<file path="config.mk">
export PLATFORM = sky130hd
export DESIGN_NAME = bus_master
export DESIGN_NICKNAME = d
export VERILOG_FILES = /design/src/rtl/bus_master.sv
export SDC_FILE = /design/constraint.sdc
export NUM_CORES = 1
export LEC_CHECK = 0
export BUFFER_PORTS_ARGS = -buffer_cell sky130_fd_sc_hd__buf_2
export CORE_UTILIZATION = 30
export CTS_CLUSTER_DIAMETER = 40
export DETAILED_ROUTE_END_ITERATION = 7
export HOLD_SLACK_MARGIN = 0.12
export SLEW_MARGIN = 5
export SYNTH_ARGS = -nofsm -noshare
export SYNTH_HDL_FRONTEND = slang
export SYNTH_SLANG_ARGS = --single-unit
</file>
<file path="constraint.sdc">
create_clock -name clk -period 2.3 [get_ports clk]
set_clock_uncertainty 0.15 [all_clocks]
set_input_delay 0.23 -clock clk [delete_from_list [all_inputs] [get_ports clk]]
set_output_delay 0.23 -clock clk [all_outputs]
set_load 0.01 [all_outputs]
</file>
<file path="src/rtl/bus_master.sv">
// Single-word bus master: arbitrates for the bus, runs one read or write per command
// with asynchronous dtack/berr handshake and a WAIT timeout, then releases or chains.
module bus_master #(
  parameter int unsigned TIMEOUT = 255
) (
  input  logic        clk,
  input  logic        reset,
  input  logic        cmd_valid,
  output logic        cmd_ready,
  input  logic        cmd_write,
  input  logic [22:0] cmd_addr,
  input  logic [1:0]  cmd_be,
  input  logic [15:0] cmd_wdata,
  output logic        rsp_valid,
  output logic [15:0] rsp_rdata,
  output logic        rsp_err,
  output logic        br,
  input  logic        bg,
  input  logic        bgack_in,
  output logic        bgack,
  input  logic        as_in,
  input  logic        dtack,
  input  logic        berr,
  input  logic [15:0] data_in,
  output logic        bus_oe,
  output logic [22:0] addr,
  output logic        as,
  output logic        uds,
  output logic        lds,
  output logic        rw,
  output logic [15:0] data_out,
  output logic        data_oe
);

  typedef enum logic [3:0] {IDLE, REQ, OWN, ASTB, DSTB, WAIT, END, NEG, REL} state_t;

  state_t      state, state_n;
  logic        dtack_m, dtack_s, berr_m, berr_s;
  logic [7:0]  cnt;
  logic [1:0]  be_q, be_d, be_eff;
  logic        accept, timed_out;

  logic        br_d, bgack_d, bus_oe_d, cmd_ready_d, rsp_valid_d, rsp_err_d;
  logic        as_d, uds_d, lds_d, rw_d, data_oe_d;
  logic [22:0] addr_d;
  logic [15:0] data_out_d, rsp_rdata_d;

  assign be_eff    = (cmd_be == 2'b00) ? 2'b11 : cmd_be;
  assign accept    = cmd_valid && cmd_ready;
  assign timed_out = (cnt == 8'(TIMEOUT - 1));

  // Synchronizers idle at the negated (high) level.
  always_ff @(posedge clk) begin
    if (reset) begin
      dtack_m <= 1'b1;
      dtack_s <= 1'b1;
      berr_m  <= 1'b1;
      berr_s  <= 1'b1;
    end else begin
      dtack_m <= dtack;
      dtack_s <= dtack_m;
      berr_m  <= berr;
      berr_s  <= berr_m;
    end
  end

  always_ff @(posedge clk) begin
    if (reset) begin
      state     <= IDLE;
      cnt       <= '0;
      be_q      <= '0;
      br        <= 1'b1;
      bgack     <= 1'b1;
      bus_oe    <= 1'b0;
      cmd_ready <= 1'b0;
      rsp_valid <= 1'b0;
      rsp_err   <= 1'b0;
      rsp_rdata <= '0;
      as        <= 1'b1;
      uds       <= 1'b1;
      lds       <= 1'b1;
      rw        <= 1'b1;
      addr      <= '0;
      data_out  <= '0;
      data_oe   <= 1'b0;
    end else begin
      state     <= state_n;
      cnt       <= (state == WAIT) ? cnt + 8'd1 : '0;
      be_q      <= be_d;
      br        <= br_d;
      bgack     <= bgack_d;
      bus_oe    <= bus_oe_d;
      cmd_ready <= cmd_ready_d;
      rsp_valid <= rsp_valid_d;
      rsp_err   <= rsp_err_d;
      rsp_rdata <= rsp_rdata_d;
      as        <= as_d;
      uds       <= uds_d;
      lds       <= lds_d;
      rw        <= rw_d;
      addr      <= addr_d;
      data_out  <= data_out_d;
      data_oe   <= data_oe_d;
    end
  end

  always_comb begin
    state_n = state;
    case (state)
      IDLE: if (cmd_valid) state_n = REQ;
      REQ:  if (!bg && as_in && dtack_s && bgack_in) state_n = OWN;
      OWN:  state_n = accept ? ASTB : (cmd_valid ? OWN : REL);
      ASTB: state_n = rw ? WAIT : DSTB;
      DSTB: state_n = WAIT;
      WAIT: if (!berr_s || !dtack_s || timed_out) state_n = END;
      END:  state_n = NEG;
      NEG:  if (dtack_s && berr_s) state_n = cmd_valid ? OWN : REL;
      REL:  state_n = IDLE;
      default: state_n = IDLE;
    endcase
  end

  // Outputs are computed for the state being entered so they appear on the same edge.
  always_comb begin
    br_d        = (state_n != REQ);
    bus_oe_d    = state_n inside {OWN, ASTB, DSTB, WAIT, END, NEG};
    bgack_d     = !bus_oe_d;
    cmd_ready_d = (state_n == OWN);
    rsp_valid_d = (state_n == END);
    rsp_err_d   = 1'b0;
    rsp_rdata_d = rsp_rdata;
    as_d        = as;
    uds_d       = uds;
    lds_d       = lds;
    rw_d        = rw;
    addr_d      = addr;
    data_out_d  = data_out;
    data_oe_d   = data_oe;
    be_d        = be_q;
    case (state)
      REQ, NEG: if (state_n == OWN) begin
        as_d  = 1'b1;
        uds_d = 1'b1;
        lds_d = 1'b1;
        rw_d  = 1'b1;
      end
      OWN: if (accept) begin
        addr_d     = cmd_addr;
        rw_d       = !cmd_write;
        data_out_d = cmd_wdata;
        data_oe_d  = cmd_write;
        be_d       = be_eff;
        as_d       = 1'b0;
        if (!cmd_write) begin
          uds_d = !be_eff[1];
          lds_d = !be_eff[0];
        end
      end
      ASTB: if (!rw) begin
        uds_d = !be_q[1];
        lds_d = !be_q[0];
      end
      WAIT: if (state_n == END) begin
        as_d        = 1'b1;
        uds_d       = 1'b1;
        lds_d       = 1'b1;
        data_oe_d   = 1'b0;
        rsp_err_d   = !berr_s || dtack_s;
        rsp_rdata_d = (berr_s && !dtack_s && rw) ? data_in : '0;
      end
      default: ;
    endcase
  end

endmodule

</file>
# Word level (Yosys, flattened, before mapping)
# Cells that the tools add are included.
[op_classes]
n_addsub = 1
eq_ne = 20
mux = 27
bitwise_logic = 2
n_reduce_logical = 35
[ops]
columns = ["op", "count"]
rows = [
  ["== test 4 x 3 -> 1 bit (second input constant)", 8],
  ["one-hot mux 4 bit (8 select lines)", 1],
  ["two-way mux 4 bit", 6],
  ["== test 4 x 2 -> 1 bit (second input constant)", 4],
  ["two-way mux 16 bit", 1],
  ["two-way mux 1 bit", 13],
  ["!= test 2 bit (second input constant)", 5],
  ["zero test 1 bit", 9],
  ["adder 8 x 1 -> 8 bit (second input constant)", 1],
  ["== test 8 bit (second input constant)", 1],
  ["one-hot mux 1 bit (4 select lines)", 2],
  ["logical AND 1 bit", 7],
  ["AND reduction 3 bit", 2],
  ["AND reduction 6 bit", 1],
  ["nonzero test 6 bit", 1],
  ["== test 4 x 1 -> 1 bit (second input constant)", 1],
  ["zero test 4 bit", 1],
  ["!= test 4 x 1 -> 1 bit (second input constant)", 1],
  ["one-hot mux 1 bit (2 select lines)", 2],
  ["AND reduction 2 bit", 2],
  ["AND reduction 4 bit", 1],
  ["nonzero test 2 bit", 2],
  ["nonzero test 4 bit", 1],
  ["OR reduction 2 bit", 2],
  ["other kinds (7)", 10],
]
[word_totals]
regBits = 84
input_bits = 66
output_inout_bits = 66
wordCells = 106

# Depth between registers and ports, before layout
[depth]
depth_word = 9
depth_mapped = 8
depth_no_buf = 7

# Least setup slack after synthesis
# No wires, ideal clock.
[synth_path]
path_type = "register to register"
start = "register state[1]"
end = "register lds"
setup_ns = 0.072
arrival_time_ns = 1.629
required_ns = 2.078
slack_ns = 0.449
stages_incl_launch_ff = 8
path_buffers = 1
period_less_slack_ns = 1.851
cell_sequence = "dfxtp_1 > buf_6 > and4bb_1 > nand2_2 > a32oi_2 > nand3_2 > a311oi_2 > mux2i_1"
[synth_between]
elab_chain_len = 5
word_cells_on_any_way = 24
cone_classes = "eq/ne: 14; mux: 6; reduce/logical: 4"
[synth_lines]
columns = ["item", "line", "text"]
rows = [
  ["start: declaration", "37", "state_t state, state_n;"],
  ["start signal: assignment", "87", "state <= state_n;"],
  ["== test 4 x 3 -> 1 bit, or another cell as far along", "109, 140", ""],
  ["one-hot mux 4 bit (8 select lines)", "109", "case (state)"],
  ["== test 4 x 3 -> 1 bit / == test 4 x 2 -> 1 bit (equally long branches)", "163, 141", ""],
  ["!= test 2 bit (no source line)", "n/a", ""],
  ["AND reduction 6 bit (no source line)", "n/a", ""],
  ["end signal: assignment", "99", "lds <= lds_d;"],
  ["end: declaration", "29", "output logic lds,"],
]
# Parallel ways exist; a longest one is shown, timed or not.
# A chain may end at the register's enable or synchronous reset.

# Worst setup path in the final report
[layout_path]
start = "register state[1]"
end = "register state[3]"
[layout_between]
elab_chain_len = 2
word_cells_on_any_way = 9
cone_classes = "eq/ne: 7; mux: 1; reduce/logical: 1"
[layout_lines]
columns = ["item", "line"]
rows = [
  ["== test 4 x 3 -> 1 bit, or another cell as far along", "109"],
  ["one-hot mux 4 bit (8 select lines) (*)", "109"],
]
# Every way passes the cells marked *; elsewhere a longest branch is shown, timed or not.

==> flow_metrics.tcl <==
set metrics [dict create \
    clockRootBuffer "clkbuf_8" \
    via_count 3349 \
    power_density_nw_per_um2 571 \
    grt-ovfl-total 0 \
    slew_violations 0 \
    numCtsBuffers 9 \
    ys.flop_type "dfxtp_1" \
    hold_viol_final 0 \
    grt_max_degree 37 \
    wirelength_um 9140 \
    avgSynthCellArea_um2 8.30 \
    timing.critical_path.cells "nand2b_1, nor3_1, a31oi_1, nor3_1, dlygate4sd3_1" \
    end_kind "flip-flop" \
    ir_worst_vdd_mv 0.317 \
    dpl_cell_area_um2 4030 \
    design_area_um2 4870 \
    ant_nets 0 \
    antenna_cells 0 \
    hp-class "reg2reg" \
    dieHeight_um 106 \
    synthTopCellsByArea "dfxtp_1, nand2_1, a21oi_1" \
    final_core_util_pct 47.0 \
    htree_levels 3 \
    nets 648 \
    rsz0062_at_grt "false" \
    start_util_pct 31.2 \
    drt_iter0_markers 165 \
    wl_per_cell_um 12.7 \
    ys_ff_latch 84 \
    core_um2 10400 \
    critPathKind "reg2reg" \
    ctsResizeCount 0 \
    gp_congestion 0.871 \
    yosysMostFrequentCell "nand2_1" \
    clock_latency_ns 0.35 \
    yosysUniqueCellTypes 44 \
    cts_setup_buffers 0 \
    run_status "finished, final reports clean" \
    drc 0 \
    portBuffers 131 \
    syn-cell-area_um2 3230 \
    cts_buffer_depth 2 \
    start_kind "flip-flop" \
    fin_crit_ns 2.14 \
    die_x_um 106 \
    cts_tree "built" \
    syn_nets 457 \
    first_pass_iters 4 \
    slowest_delay_ns 0.56 \
    grt_usage_pct 16.3 \
    crit_path_max_fanout 11 \
    clock_sinks 84 \
    post-route-period-util_pct 92.9 \
    worstMarginPinSlew_ns 0.565 \
    cp.arrival_ns 2.28 \
    slowest_stage "dlygate4sd3_1" \
    timing.slew.headroom_pct 62.3 \
    dpl.hpwl_um 5860 \
    hold_buffers 64 \
    cap_violations 0 \
    synth-edff-count 0 \
    yosysSeqAreaShare_pct 52.1 \
    power_uw 2790 \
    fill_cells 999 \
    critPathMostFrequentCell "nor3_1" \
    layout-area-overhead-vs-synth_pct 50.9 \
    yosys.area.top_type "dfxtp_1" \
    synthArstFlopShare_pct 0 \
    cp.required_ns 2.44 \
    postSynthCellCount 389 \
    tns_ns 0 \
    setup_viol 0 \
    viasPerCell 4.64 \
    grt_pass1_vias 3130 \
    antenna_found_initial 0 \
    drive_gt1_share_pct 29.4 \
    io-pin-count 132 \
    grt_pass1_wl_um 14600 \
    p_leak_uw 0.00203 \
    die_area_um2 11200 \
    ys.warnings.count 0 \
    synth_top_area_share_pct 52.1 \
    max_freq_ghz 0.468 \
    clkSlewWorstSetupHoldPaths_ns 0.08 \
    synthTopCellsByCount "nand2_1, dfxtp_1, a21oi_1" \
    rows 37 \
]
## cell usage in the layout (no fill, tap or decap), types with 2 or more instances in the layout
master / instances
ha_1: 2
buf_4: 12
xor2_1: 5
mux2i_1: 4
nor2_1: 27
nand4_1: 2
or3_1: 2
clkinv_2: 2
o21ai_0: 2
nand2_1: 104
dfxtp_1: 84
buf_2: 131
nand3_1: 21
a211o_1: 2
a21oi_1: 62
nand2b_1: 4
a211oi_1: 2
nor4_1: 2
nor2b_1: 4
dlygate4sd3_1: 64
or2_2: 6
inv_1: 3
clkbuf_8: 11
nor3_1: 4
## critical path: cells and delay by family (launching register included)
kind                   cells  cell delay (ns)
AND/OR/NAND/NOR            3             0.79
buffers and inverters      1             0.56
flip-flops                 1             0.50
AO/OA/AOI/OAI              1             0.08
## final cells by class
cell class                 instances  area, um2  area share [%]
sequential                        84       1680            34.5
multi-input combinational        275       1420            29.2
clock buffer                      12        155            3.18
timing repair buffer             207       1390            28.4
inverter                           3       11.3           0.231
tap                              136        170            3.49
clock inverter                     4       47.5           0.975
## sequential cells by signal, indices dropped and copies added (netlist names), 2 cells and up
name	flops
addr	23
rsp_rdata	16
data_out	16
state	4
be_q	2
cnt	8
## worst paths after layout
path              depth (start not counted)       end     start  slack (ns)
hold / removal                            1   dtack_s   dtack_m        0.26
hold reg to reg                           1   dtack_s   dtack_m        0.26
setup / recovery                          5  state[3]  state[1]        0.16
setup reg to reg                          5  state[3]  state[1]        0.16
## metal layers
layer,vias up,track usage (%),share of wire (%),routed length (um)
met2,125,26.8,48,4350
met1,1534,19.7,44,3980
met4,0,7.24,1.9,175
met3,16,4.76,6.9,634
met5,-,0,0,0
li1,1674,-,-,-
## stage by stage
step / hold WS [ns] / setup slack, ns / std cells
after floorplan: 0.159 / 0.449 / 389
after global placement: 0.245 / 0.266 / 641
after detailed placement: 0.244 / 0.200 / 641
after CTS: 0.263 / 0.178 / 721
after global routing: 0.286 / 0.0619 / 721
final: 0.262 / 0.163 / 721
## logic make-up (layout without fill, tap and decap cells)
group	Yosys count	after routing	synth area share (%)
DFF	84	84	52.1
buffers and inverters	30	226	4.18
adders and majority gates	2	2	0.774
muxes	4	4	1.24
xor gates and xnor gates	6	6	1.63
AOI/OAI and AO/OA	77	77	14.4
and+or+nand+nor	186	186	25.7
## power by group
part | switching (uW) | total (uW) | internal [uW]
clock | 523 | 1080 | 559
sequential | 6.16 | 1470 | 1460
combinational | 95.9 | 237 | 141
No activity file was read; power rests on OpenSTA's default activity.
